===== config.mk =====
export PLATFORM = sky130hd
export DESIGN_NAME = mem_io_bridge
export DESIGN_NICKNAME = d
export VERILOG_FILES = /design/src/rtl/mem_io_bridge_pkg.sv /design/src/rtl/mem_io_bridge_btn_debounce.sv /design/src/rtl/mem_io_bridge.sv
export SDC_FILE = /design/constraint.sdc
export NUM_CORES = 1
export LEC_CHECK = 0
export ABC_CLOCK_PERIOD_IN_PS = 3000
export CORE_MARGIN = 10
export CORE_UTILIZATION = 38
export CTS_BUF_LIST = sky130_fd_sc_hd__clkbuf_4
export CTS_CLUSTER_SIZE = 8
export DETAILED_ROUTE_END_ITERATION = 6
export SYNTH_ARGS = -nofsm -noshare
export SYNTH_HDL_FRONTEND = slang
export SYNTH_HIERARCHICAL = 1
export SYNTH_SLANG_ARGS = --single-unit

===== constraint.sdc =====
create_clock -name clk -period 3 [get_ports clk]
set_clock_uncertainty 0.05 [all_clocks]
set_input_delay 0.45 -clock clk [delete_from_list [all_inputs] [get_ports clk]]
set_output_delay 0.45 -clock clk [all_outputs]
set_load 0.01 [all_outputs]

===== src/rtl/mem_io_bridge_pkg.sv =====
// Shared address map for the CPU memory bridge: I/O window base and register offsets.
// Pure constants, no logic, no latency.
package mem_io_bridge_pkg;

    localparam logic [9:0] IO_BASE_DEF   = 10'h3F0;

    localparam logic [3:0] OFF_BTN_STATE = 4'd0;
    localparam logic [3:0] OFF_BTN_EDGE  = 4'd1;
    localparam logic [3:0] OFF_LED       = 4'd2;
    localparam logic [3:0] OFF_TICK      = 4'd3;

endpackage


===== src/rtl/mem_io_bridge_btn_debounce.sv =====
// One button bit: 2-flop synchronizer, then a counter that accepts a change after DEBOUNCE_CYCLES stable samples.
// Latency 2 + DEBOUNCE_CYCLES clocks from a clean input change to stable; no backpressure.
module btn_debounce #(
    parameter int DEBOUNCE_CYCLES = 16
) (
    input  logic clk,
    input  logic reset,
    input  logic btn,
    output logic stable,
    output logic rise
);

    localparam int CW = $clog2(DEBOUNCE_CYCLES + 1);

    logic          sync1;
    logic          sync2;
    logic [CW-1:0] cnt;
    logic          cnt_done;

    assign cnt_done = (cnt == CW'(DEBOUNCE_CYCLES - 1));
    // Pulses in the cycle before stable goes 0->1, so the edge flag sets on the same clock.
    assign rise     = sync2 & ~stable & cnt_done;

    always_ff @(posedge clk or negedge reset) begin
        if (!reset) begin
            sync1  <= 1'b0;
            sync2  <= 1'b0;
            cnt    <= '0;
            stable <= 1'b0;
        end else begin
            sync1 <= btn;
            sync2 <= sync1;
            if (sync2 == stable) begin
                cnt <= '0;
            end else if (cnt_done) begin
                stable <= sync2;
                cnt    <= '0;
            end else begin
                cnt <= cnt + CW'(1);
            end
        end
    end

endmodule


===== src/rtl/mem_io_bridge.sv =====
// Decodes CPU accesses to block RAM or the I/O window (buttons, edges, LEDs, tick counter).
// Read data 1 cycle after address for both paths; no backpressure, every access completes.
module mem_io_bridge
    import mem_io_bridge_pkg::*;
#(
    parameter int                 ADDR_W          = 10,
    parameter int                 DATA_W          = 16,
    parameter int                 NUM_BTN         = 8,
    parameter logic [ADDR_W-1:0]  IO_BASE         = IO_BASE_DEF,
    parameter int                 DEBOUNCE_CYCLES = 16,
    parameter int                 TICK_DIV        = 50000
) (
    input  logic              clk,
    input  logic              reset,
    input  logic [ADDR_W-1:0] cpu_addr,
    input  logic [DATA_W-1:0] cpu_wdata,
    input  logic              cpu_we,
    output logic [DATA_W-1:0] cpu_rdata,
    output logic [ADDR_W-1:0] ram_addr,
    output logic [DATA_W-1:0] ram_wdata,
    output logic              ram_we,
    input  logic [DATA_W-1:0] ram_rdata,
    input  logic [NUM_BTN-1:0] buttons,
    output logic [DATA_W-1:0] leds
);

    localparam int TW = $clog2(TICK_DIV);

    logic               io_hit;
    logic [3:0]         offset;
    logic               io_wr;
    logic               edge_clr;
    logic               tick_clr;
    logic               tick_tc;
    logic [DATA_W-1:0]  io_val;
    logic [DATA_W-1:0]  io_q;
    logic               io_hit_q;
    logic               rd_vld;
    logic [NUM_BTN-1:0] btn_state;
    logic [NUM_BTN-1:0] btn_rise;
    logic [NUM_BTN-1:0] btn_edge;
    logic [TW-1:0]      presc;
    logic [DATA_W-1:0]  tick;

    assign io_hit    = (cpu_addr[ADDR_W-1:4] == IO_BASE[ADDR_W-1:4]);
    assign offset    = cpu_addr[3:0];
    assign ram_addr  = cpu_addr;
    assign ram_wdata = cpu_wdata;
    assign ram_we    = cpu_we & ~io_hit;

    assign io_wr     = cpu_we & io_hit;
    assign edge_clr  = io_hit & ~cpu_we & (offset == OFF_BTN_EDGE);
    assign tick_clr  = io_wr & (offset == OFF_TICK);
    assign tick_tc   = (presc == TW'(TICK_DIV - 1));

    for (genvar gi = 0; gi < NUM_BTN; gi++) begin : g_deb
        btn_debounce #(
            .DEBOUNCE_CYCLES (DEBOUNCE_CYCLES)
        ) u_deb (
            .clk    (clk),
            .reset  (reset),
            .btn    (buttons[gi]),
            .stable (btn_state[gi]),
            .rise   (btn_rise[gi])
        );
    end

    always_comb begin
        io_val = '0;
        case (offset)
            OFF_BTN_STATE: io_val = DATA_W'(btn_state);
            OFF_BTN_EDGE:  io_val = DATA_W'(btn_edge);
            OFF_LED:       io_val = leds;
            OFF_TICK:      io_val = tick;
            default:       io_val = '0;
        endcase
    end

    // rd_vld holds the output at zero until the first post-reset capture, matching an idle RAM.
    assign cpu_rdata = !rd_vld ? '0 : (io_hit_q ? io_q : ram_rdata);

    always_ff @(posedge clk or negedge reset) begin
        if (!reset) begin
            rd_vld   <= 1'b0;
            io_hit_q <= 1'b0;
            io_q     <= '0;
            btn_edge <= '0;
            leds     <= '0;
            presc    <= '0;
            tick     <= '0;
        end else begin
            rd_vld   <= 1'b1;
            io_hit_q <= io_hit;
            io_q     <= cpu_we ? cpu_wdata : io_val;
            // A rise in the clearing cycle survives: set wins over clear-on-read.
            btn_edge <= (btn_edge & ~{NUM_BTN{edge_clr}}) | btn_rise;
            if (io_wr && (offset == OFF_LED)) begin
                leds <= cpu_wdata;
            end
            if (tick_clr) begin
                presc <= '0;
                tick  <= '0;
            end else if (tick_tc) begin
                presc <= '0;
                tick  <= tick + DATA_W'(1);
            end else begin
                presc <= presc + TW'(1);
            end
        end
    end

endmodule


==> results.md <==
- The die span in x is 152 um.
- The number of cells after detailed placement is 906.
- The total of max-cap violations is 0.
- Across the VDD grid, the largest voltage drop is 0.291 mV.
- The netlist area before placement is 6580 um2.
- The cell sitting at the root of the clock tree is a clkbuf_4.
- The worst hold path belongs to the class input pin to register.
- The I/O pin total is 112.
- The net count of the finished layout is 772.
- Clock-pin slew was measured on the worst setup and hold paths at 0.13 ns.
- Summed over all nets, the half-perimeter wirelength after detailed placement is 11900 um.
- Setup total negative slack on the finished layout was measured at 0 ns.
- The distinct cell type count after synthesis is 47.
- By instance count, the leading cell after synthesis is dfrtp_1.
- The maximum clock frequency is 380 MHz.
- The number of synthesized flops with an enable pin is 0.
- Summing over every cut layer, the via total after detailed routing is 4827.
- The actual transition at the worst max-transition pin is 0.765 ns.
- After clock tree synthesis, the setup repair step added 0 buffers.
- The final number of max-transition violations is 0.
- The average size of a mapped cell is 10.9 um2.
- The final hold violation count was 0.
- After technology mapping, the gate count stands at 605.
- Of the cells placed in the final design, the portion with a size suffix greater than 1 is 10.9%.
- The final RePlAce weighted congestion is 0.864.
- The insertion delay of the later-clocked pin in the worst-skew pair is 0.55 ns.
- The count of buffers from port buffering is 111.
- Buffers inserted during clock tree synthesis total 17.
- The via count of the first global-routing pass is 5023.
- STA puts the critical path data arrival time at 2.13 ns.
- The final cycle utilization of the critical path is 87.8%.
- The delay of the slowest critical-path stage is 0.53 ns.
- Compared with the post-synthesis result, the final layout area differs by 23.5%.
- Once the floorplan was initialized, standard cells occupied 38.5% of the core.
- The warning count from the yosys run is 6.
- Tracing the worst setup path back leads to its startpoint at cpu_addr[8].
- The die is 152 um tall.
- Synthesis inferred 138 register bits.
- The type of origin of the critical path is an input pin.
- The power density of the placed cells is 487 nW/um2.
- The number of design-rule violations left by the first detailed-router iteration is 194.
- The number of failing setup endpoints in the final timing report is 0.
- The count of nets left with antenna violations once routing finished came out at 0.
- The global-route usage over all layers is 14.2%.
- Setup repair after global routing left no endpoint under its margin.
- The H-tree was split into 4 levels.
- The average routed wire per standard cell is 16.7 um.
- Synthesis produced a netlist with a net count of 676.
- The wire length of the first global-routing pass is 25500 um.
- The share of synthesized area occupied by flip-flops and latches is 52.5%.
- The number of antenna violations at the first check in global routing was 2.
- The static leakage is 3.75 nW.
- The residual DRC count is 0.
- Using the TritonRoute via totals, the vias-per-cell ratio works out to 5.14.
- The critical path in this run is classified as input pin to output pin.
- The element type at the critical path end is an output pin.
- The most common flop cell mapped by yosys is dfrtp_1.
- After synthesis, the largest area contributor takes up 52.5% of total cell area.
- The TritonCTS clock tree is done.
- Global routing finished with a remaining overflow of 0.
- The signal on the critical path passes through clkdlybuf4s50_1 > nand4_1 > nor2_1 > nor2_1 > clkdlybuf4s50_1.
- The final layout contains routed wiring with a total length of 15700 um.
- The number of placement rows is 48.
- The non-filler instance count after layout is 940.
- The worst max-slew margin expressed relative to the limit is 48.6%.
- STA puts the critical path data required time at 2.50 ns.
- Entering global routing, the biggest net connects 59 pins.
- The longest clock path from root to sink contains 2 buffers.
- The detailed-router iteration count before antenna repair is 6.
- The number of clock sinks is 138.
- The floorplan step defined a die boundary enclosing 23000 um2.
- In the synthesized netlist, the cells that appear most often are dfrtp_1, nor2_1, nand2_1.
- By area the synthesized netlist is led by dfrtp_1, nor2_1, mux2i_1.
- The minimum clock period after layout is 2.63 ns.
- The maximum fanout along the worst path is 4.
- The startpoint of the worst register-to-register path is presc[12].
- The share of synthesized flip-flops with an asynchronous set or reset is 100%.
- The start point of the worst min-delay path is buttons[3].
- The master of the slowest instance on the critical path is clkdlybuf4s50_1.
- Summed over all instances, the cell type with the most area after synthesis is dfrtp_1.
- The standard cell core area is 17100 um2.
- The run finished with clean final reports.
## registers in the layout, indices dropped and copies added, names as in the netlist
name and flops:
g_deb.u_deb/cnt 40, io_q 16, g_deb.u_deb/sync1 8, g_deb.u_deb/stable 8, io_hit_q 1, g_deb.u_deb/sync2 8, rd_vld 1, btn_edge 8
tick 16, presc 16, leds 16
## placed cells by master (no fill, tap or decap), types with 2 or more instances in the layout
| cell | n |
|---|---|
| dfrtp_1 | 138 |
| clkdlybuf4s50_1 | 110 |
| nor2_1 | 68 |
| nand2_1 | 31 |
| nand3_1 | 28 |
| inv_1 | 26 |
| mux2i_1 | 25 |
| o21ai_0 | 23 |
| ha_1 | 18 |
| xnor2_1 | 17 |
| clkbuf_4 | 17 |
| nor2b_1 | 16 |
| mux2_2 | 16 |
| a21oi_1 | 14 |
| xor2_1 | 13 |
| nand4_1 | 9 |
| nand2b_1 | 9 |
| a21o_1 | 8 |
| a22oi_1 | 8 |
| a221oi_1 | 8 |
| nand4b_2 | 8 |
| and3b_1 | 8 |
| nor2_2 | 8 |
| mux2_1 | 8 |
| buf_4 | 8 |
| or3_1 | 7 |
| o31ai_1 | 7 |
| nor4_1 | 6 |
| or4_1 | 6 |
| nand4bb_1 | 4 |
| and3_1 | 4 |
| bufinv_16 | 4 |
| clkinv_4 | 4 |
| and4_1 | 3 |
| nor3_1 | 3 |
| clkinv_2 | 3 |
| and2_1 | 2 |
| inv_6 | 2 |
## path summary, 6_finish.rpt
kind / slack [ns] / to / cells after the start
max in group asynchronous: 1.79 / presc[13] / 3
worst min-delay path: 0.27 / g_deb[3].u_deb/sync1 / 1
min in group asynchronous: 0.36 / g_deb[3].u_deb/cnt[4] / 2
worst max register to register: 0.37 / presc[15] / 4
worst max-delay path: 0.37 / ram_we / 5
worst min register to register: 0.31 / g_deb[2].u_deb/sync2 / 0
## critical path, delay by kind of cell
kind	cells	cell delay [ns]
simple gates	3	0.68
buf+inv	2	1.01
## stage by stage
stage	hold slack, ns	total power (W)	util (%)	area [um2]	worst slack (ns)
after floorplan	0.104	0.00238	-	6580	0.622
after global placement	0.284	0.00261	45.5	7790	0.344
after detailed placement	0.286	0.00263	45.5	7790	0.361
after CTS	0.219	0.00402	47.5	8130	0.353
after global routing	0.191	0.00419	47.5	8130	0.243
final	0.271	0.00396	47.5	8130	0.365
## timing repair
item | CTS | global route
hold buffers | 1 | 0
endpoints found under the hold margin | 56 | 0
resized for setup | 0 | 0
## report_power, final
group	internal (W)	total, W	switching, W
combinational	0.000260	0.000531	0.000270
sequential	0.00196	0.00206	0.000103
clock	0.000663	0.00136	0.000701
## logic make-up after synthesis
family | count (synthesis) | share of synthesized area, %
buffers and inverters | 70 | 5.61
other | 1 | 0.0570
multiplexers | 49 | 7.91
XOR/XNOR | 30 | 3.99
adder cells (fa/ha/maj) | 18 | 3.42
flip-flops | 138 | 52.5
AND/OR/NAND/NOR | 229 | 19.8
AO/OA/AOI/OAI | 70 | 6.79
## routing by layer
metal  vias to the layer above  share of wire [%]  GRT usage [%]
met3                        21                7.4           4.46
met1                      2371                 41           16.0
met5                         -              0.083              0
li1                       2292                  -              -
met4                         2                1.4           5.72
met2                       141                 50           24.3
## layout make-up
class	count	area, um2
timing repair buffer	121	1200
tap	225	282
fill	1573	8990
antenna	1	2.50
inverter	26	97.6
multi-input combinational	397	2770
sequential	138	3450
clock buffer	17	128
clock inverter	15	199
(Power assumes the default switching activity.)
